==> src/rtl/alu_seq.sv <==
// Operand-issue and writeback sequencer for the 8-bit ALU: owns a small register
// file, issues one instruction at a time and writes the ALU result back.
module alu_seq #(
    parameter int WIDTH   = 8,
    parameter int N_REG   = 4,
    parameter int ALU_LAT = 1,
    localparam int RW     = $clog2(N_REG)
) (
    input  logic             clk,
    input  logic             rst,
    input  logic             ins_valid,
    output logic             ins_ready,
    input  logic [3:0]       ins_op,
    input  logic [RW-1:0]    ins_rd,
    input  logic [RW-1:0]    ins_rs,
    input  logic             ins_wb,
    input  logic             wr_en,
    input  logic [RW-1:0]    wr_sel,
    input  logic [WIDTH-1:0] wr_data,
    input  logic [RW-1:0]    rd_sel,
    output logic [WIDTH-1:0] rd_data,
    output logic [WIDTH-1:0] alu_a,
    output logic [WIDTH-1:0] alu_b,
    output logic [3:0]       alu_op,
    input  logic [WIDTH-1:0] alu_out,
    input  logic [3:0]       alu_flags,
    output logic [3:0]       flags,
    output logic             busy,
    output logic             done,
    output logic [1:0]       state_dbg
);

    localparam int CW = (ALU_LAT > 0) ? $clog2(ALU_LAT + 1) : 1;

    typedef enum logic [1:0] {
        S_IDLE = 2'd0,
        S_EXEC = 2'd1,
        S_DONE = 2'd2
    } state_t;

    state_t           r_state;
    logic [CW-1:0]    r_cnt;
    logic [WIDTH-1:0] r_regs [N_REG];
    logic [WIDTH-1:0] r_a;
    logic [WIDTH-1:0] r_b;
    logic [3:0]       r_op;
    logic [3:0]       r_flags;
    logic [RW-1:0]    r_rd;
    logic             r_wb;
    logic             r_done;
    logic             w_accept;

    // Handshake: an instruction transfers on a rising edge where ins_valid and
    // ins_ready are both high; host loads win over instruction accept in IDLE.
    assign ins_ready = (r_state == S_IDLE) && !rst && !wr_en;
    assign w_accept  = ins_valid && ins_ready;

    always_ff @(posedge clk) begin
        if (rst) begin
            r_state <= S_IDLE;
            r_cnt   <= '0;
            r_a     <= '0;
            r_b     <= '0;
            r_op    <= '0;
            r_flags <= '0;
            r_rd    <= '0;
            r_wb    <= 1'b0;
            r_done  <= 1'b0;
            for (int i = 0; i < N_REG; i++) r_regs[i] <= '0;
        end else begin
            r_done <= 1'b0;
            case (r_state)
                S_IDLE: begin
                    if (wr_en) begin
                        r_regs[wr_sel] <= wr_data;
                    end else if (w_accept) begin
                        r_a     <= r_regs[ins_rd];
                        r_b     <= r_regs[ins_rs];
                        r_op    <= ins_op;
                        r_rd    <= ins_rd;
                        r_wb    <= ins_wb;
                        r_cnt   <= CW'(ALU_LAT);
                        r_state <= S_EXEC;
                    end
                end
                S_EXEC: begin
                    // Operands stay put; the ALU result is only trusted once the count runs out.
                    if (r_cnt != '0) begin
                        r_cnt <= r_cnt - CW'(1);
                    end else begin
                        r_flags <= alu_flags;
                        if (r_wb) r_regs[r_rd] <= alu_out;
                        r_done  <= 1'b1;
                        r_state <= S_DONE;
                    end
                end
                S_DONE: begin
                    r_state <= S_IDLE;
                end
                default: begin
                    r_state <= S_IDLE;
                end
            endcase
        end
    end

    assign rd_data   = r_regs[rd_sel];
    assign alu_a     = r_a;
    assign alu_b     = r_b;
    assign alu_op    = r_op;
    assign flags     = r_flags;
    assign busy      = (r_state != S_IDLE);
    assign done      = r_done;
    assign state_dbg = r_state;

endmodule
==> config.mk <==
export PLATFORM = sky130hd
export DESIGN_NAME = alu_seq
export DESIGN_NICKNAME = d
export VERILOG_FILES = /design/src/rtl/alu_seq.sv
export SDC_FILE = /design/constraint.sdc
export NUM_CORES = 1
export LEC_CHECK = 0
export ABC_AREA = 0
export ABC_CLOCK_PERIOD_IN_PS = 3200
export CAP_MARGIN = 30
export CORE_MARGIN = 2
export CORE_UTILIZATION = 52
export CTS_BUF_LIST = sky130_fd_sc_hd__clkbuf_4 sky130_fd_sc_hd__clkbuf_8
export DETAILED_ROUTE_END_ITERATION = 16
export PLACE_DENSITY = 0.83
export SYNTH_ARGS = -nofsm -noshare
export SYNTH_HDL_FRONTEND = slang
export SYNTH_SLANG_ARGS = --single-unit
==> constraint.sdc <==
create_clock -name clk -period 3.2 [get_ports clk]
set_input_delay 0.8 -clock clk [delete_from_list [all_inputs] [get_ports clk]]
set_output_delay 0.8 -clock clk [all_outputs]
set_load 0.005 [all_outputs]
==> flow_metrics.py <==
metrics = {
    "yosys": {
        "synthCells": 303,
        "synth_ff_type": "edfxtp_1",
        "synthAdderAreaFrac_pct": 0,
        "synth.distinct_cells": 36,
        "synthesis.area_um2": 3200,
        "synthMuxAreaShare_pct": 16.9,
        "synthesis.nets": 340,
        "avgSynthCellArea_um2": 10.6,
        "synth_top_family_by_area": "simple AND/OR/NAND/NOR gates",
        "synth_xor_area_share_pct": 0,
        "yosysSeqAreaShare_pct": 49.4,
        "synth-async-reset-ratio_pct": 0,
        "synth-simple-area-share_pct": 18.6,
        "synth-compound-area-share_pct": 12.1,
        "yosys_warnings": 0,
        "synth_edf_count": 32,
        "synth_seq_cells": 63,
    },
    "global_routing": {
        "grt_pass1_wl_um": 13100,
        "antenna_found_initial": 0,
        "grt_usage_pct": 26.2,
        "grt_pass1_vias": 2546,
        "grt_max_degree": 41,
        "grt-ovfl-total": 0,
    },
    "floorplanning": {
        "dieWidth_um": 82.5,
        "initial_core_util_pct": 53.8,
        "rows": 28,
        "ios": 74,
        "coreArea_um2": 5960,
        "die_area_um2": 6810,
        "die_h_um": 82.5,
    },
    "cts": {
        "clk_path_buf_depth": 2,
        "clkSlewWorstSetupHoldPaths_ps": 70,
        "clock-sinks": 63,
        "clk_latency_ps": 340,
        "clock-root-buffer": "clkbuf_8",
        "cts_hold_buffers": 0,
        "cts_tree": "yes",
        "cts_max_level": 3,
        "numCtsBuffers": 9,
    },
    "critical_path": {
        "reg2reg_to": "r_regs[1][4]",
        "critPathLaunch": "rd_sel[0]",
        "worstSetupEndpointType": "primary output",
        "path_cells": "clkdlybuf4s50_1 > buf_12 > mux4_2 > dlygate4sd2_1",
        "endpoint": "rd_data[5]",
        "rrSetupSlack_ps": 820,
        "crit_type": "in -> out",
        "path_max_fanout": 8,
        "required_ps": 2400,
        "slowest_delay_ps": 520,
        "cp_slowest_cell": "mux4_2",
        "reg2reg_depth": 4,
        "critical_path_arrival_ps": 2260,
        "r2r_start": "state_dbg[0]",
        "start_kind": "input pin",
    },
    "power_and_ir_drop": {
        "p_clk_share_pct": 35.5,
        "peakVddDrop_v": 0.000388,
        "power_mw": 1.83,
        "power_frac_comb_pct": 14.2,
        "powerDensity_nw_per_um2": 436,
        "p_int_mw": 1.39,
        "seqPwrFrac_pct": 50.3,
        "p_leak_nw": 1.48,
        "p_switching_mw": 0.441,
        "sw_frac_of_total_pct": 24.1,
    },
    "sta": {
        "finalHoldViolCount": 0,
        "slew_viol_final": 0,
        "rsz0062_at_grt": "false",
        "max_freq_ghz": 0.327,
        "hold_slack_ps": 457,
        "timing.final.crit_share_pct": 95.6,
        "worst-slew-pin-transition_ps": 772,
        "period_needed_ps": 3060,
        "finalSetupViolations": 0,
        "fin_setup_tns_ps": 0,
        "finClkSkew_ps": 7.48,
        "slew_headroom_pct": 48.4,
    },
    "layout": {
        "final_cell_mix": "91 x nand2_1, 65 x clkdlybuf4s50_1, 44 x a21oi_1, 32 x edfxtp_1, 31 x dfxtp_1",
        "drive_gt1_share_pct": 15.2,
        "antenna_cells": 0,
        "post-route-util_pct": 70.7,
        "fill_cells": 404,
        "final_common_cell": "nand2_1",
        "final_nets": 414,
        "syn_to_final_growth_pct": 31.4,
    },
    "routing": {
        "drtAntennaViolNets": 0,
        "first_pass_iters": 5,
        "avgViaCountPerCell": 6.01,
        "routedWlPerCell_um": 18.2,
        "vias": 2741,
        "wl_um": 8290,
        "drt_iter0_markers": 286,
        "post-route-drc-count": 0,
    },
    "outcome": {
        "status": "finished, final reports clean",
    },
    "placed_design": {
        "gp_congestion": 0.845,
        "io_buffers": 73,
        "place.detailed.hpwl_um": 6050,
    },
    "worst_hold_path": {
        "hold_class": "reg -> reg",
    },
    "job": {
        "maxCapViolations": 0,
    },
}
## routing by layer
layer	up-vias	share of wire, %	global-route usage, %
li1	1263	-	-
met5	-	0	0
met2	162	51	43.5
met3	16	8.9	6.52
met4	0	1.4	9.67
met1	1300	39	33.2
## stage by stage
stage / instances / instance area [um2] / worst slack [ps]
floorplan: 303 / 3200 / 613
global placement: 441 / 4030 / -31.2
detailed placement: 441 / 4030 / -39.7
CTS: 456 / 4200 / 67.7
global route: 456 / 4210 / 104
finish: 456 / 4210 / 139
## cell usage after synthesis (2+ instances only)
cell       n  area share (%)
o21ai_1    4            0.62
o22a_1     7             1.9
edfxtp_1  32              30
nand2_1   91              11
buf_1      5            0.59
nor2_1    12             1.4
nand2b_1   3            0.59
dfxtp_1   31              19
clkbuf_1   9             1.1
a21oi_1   44             6.9
o22ai_1    8             1.6
or2_2      2            0.39
mux4_2    24              17
nor2b_1    2            0.39
nor3_1     2            0.31
nor2_2     2            0.39
buf_4      2            0.47
buf_2      5            0.78
## power by group through the flow
stage	logic (mW)	registers [mW]	clock network, mW
3_5_place_dp	0.265	0.937	0
2_1_floorplan	0.141	0.923	0
3_3_place_gp	0.257	0.931	0
5_1_grt	0.280	0.924	0.695
4_1_cts	0.260	0.920	0.652
6_report	0.260	0.922	0.651
## timing repair
item,4_1_cts,5_1_grt
pin swaps,0,0
setup buffers,0,0
endpoints found under the setup margin,8,1
resized for setup,8,1
## worst min path at each step
stage	startpoint	endpoint	slack, ps	cells past startpoint
floorplan	alu_a[0]	alu_a[0]	450	2
global placement	alu_op[3]	alu_op[3]	440	2
detailed placement	alu_b[6]	alu_b[6]	450	2
CTS	alu_b[6]	alu_b[6]	460	2
global route	alu_b[0]	alu_b[0]	470	2
finish	alu_a[0]	alu_a[0]	460	2
## layout make-up
type	count	area [um2]	share of cell area, %
Timing Repair Buffer	84	816	19.4
Clock buffer	10	131	3.12
Clock inverter	5	50.0	1.19
Inverter	1	3.75	0.0892
Sequential cell	63	1580	37.6
Tap cell	75	93.8	2.23
Multi-Input combinational cell	218	1530	36.4
## sequential cells by signal (all words and copies together), names as in the netlist
signal / flops
state_dbg: 2
flags: 4
alu_b: 8
alu_op: 4
r_rd: 2
r_wb: 1
r_cnt: 1
alu_a: 8
r_regs: 32
done: 1
## logic make-up (layout without fill, tap and decap cells)
| family | after synthesis | after routing |
|---|---|---|
| AOI/OAI and AO/OA | 67 | 67 |
| DFF | 63 | 63 |
| and+or+nand+nor | 127 | 127 |
| buffers and inverters | 22 | 100 |
| muxes | 24 | 24 |
## critical path: cells and delay by family
kind	cells	cell delay (ps)
buffers and inverters	3	930
multiplexers	1	520
No activity file was read; power rests on OpenSTA's default activity.
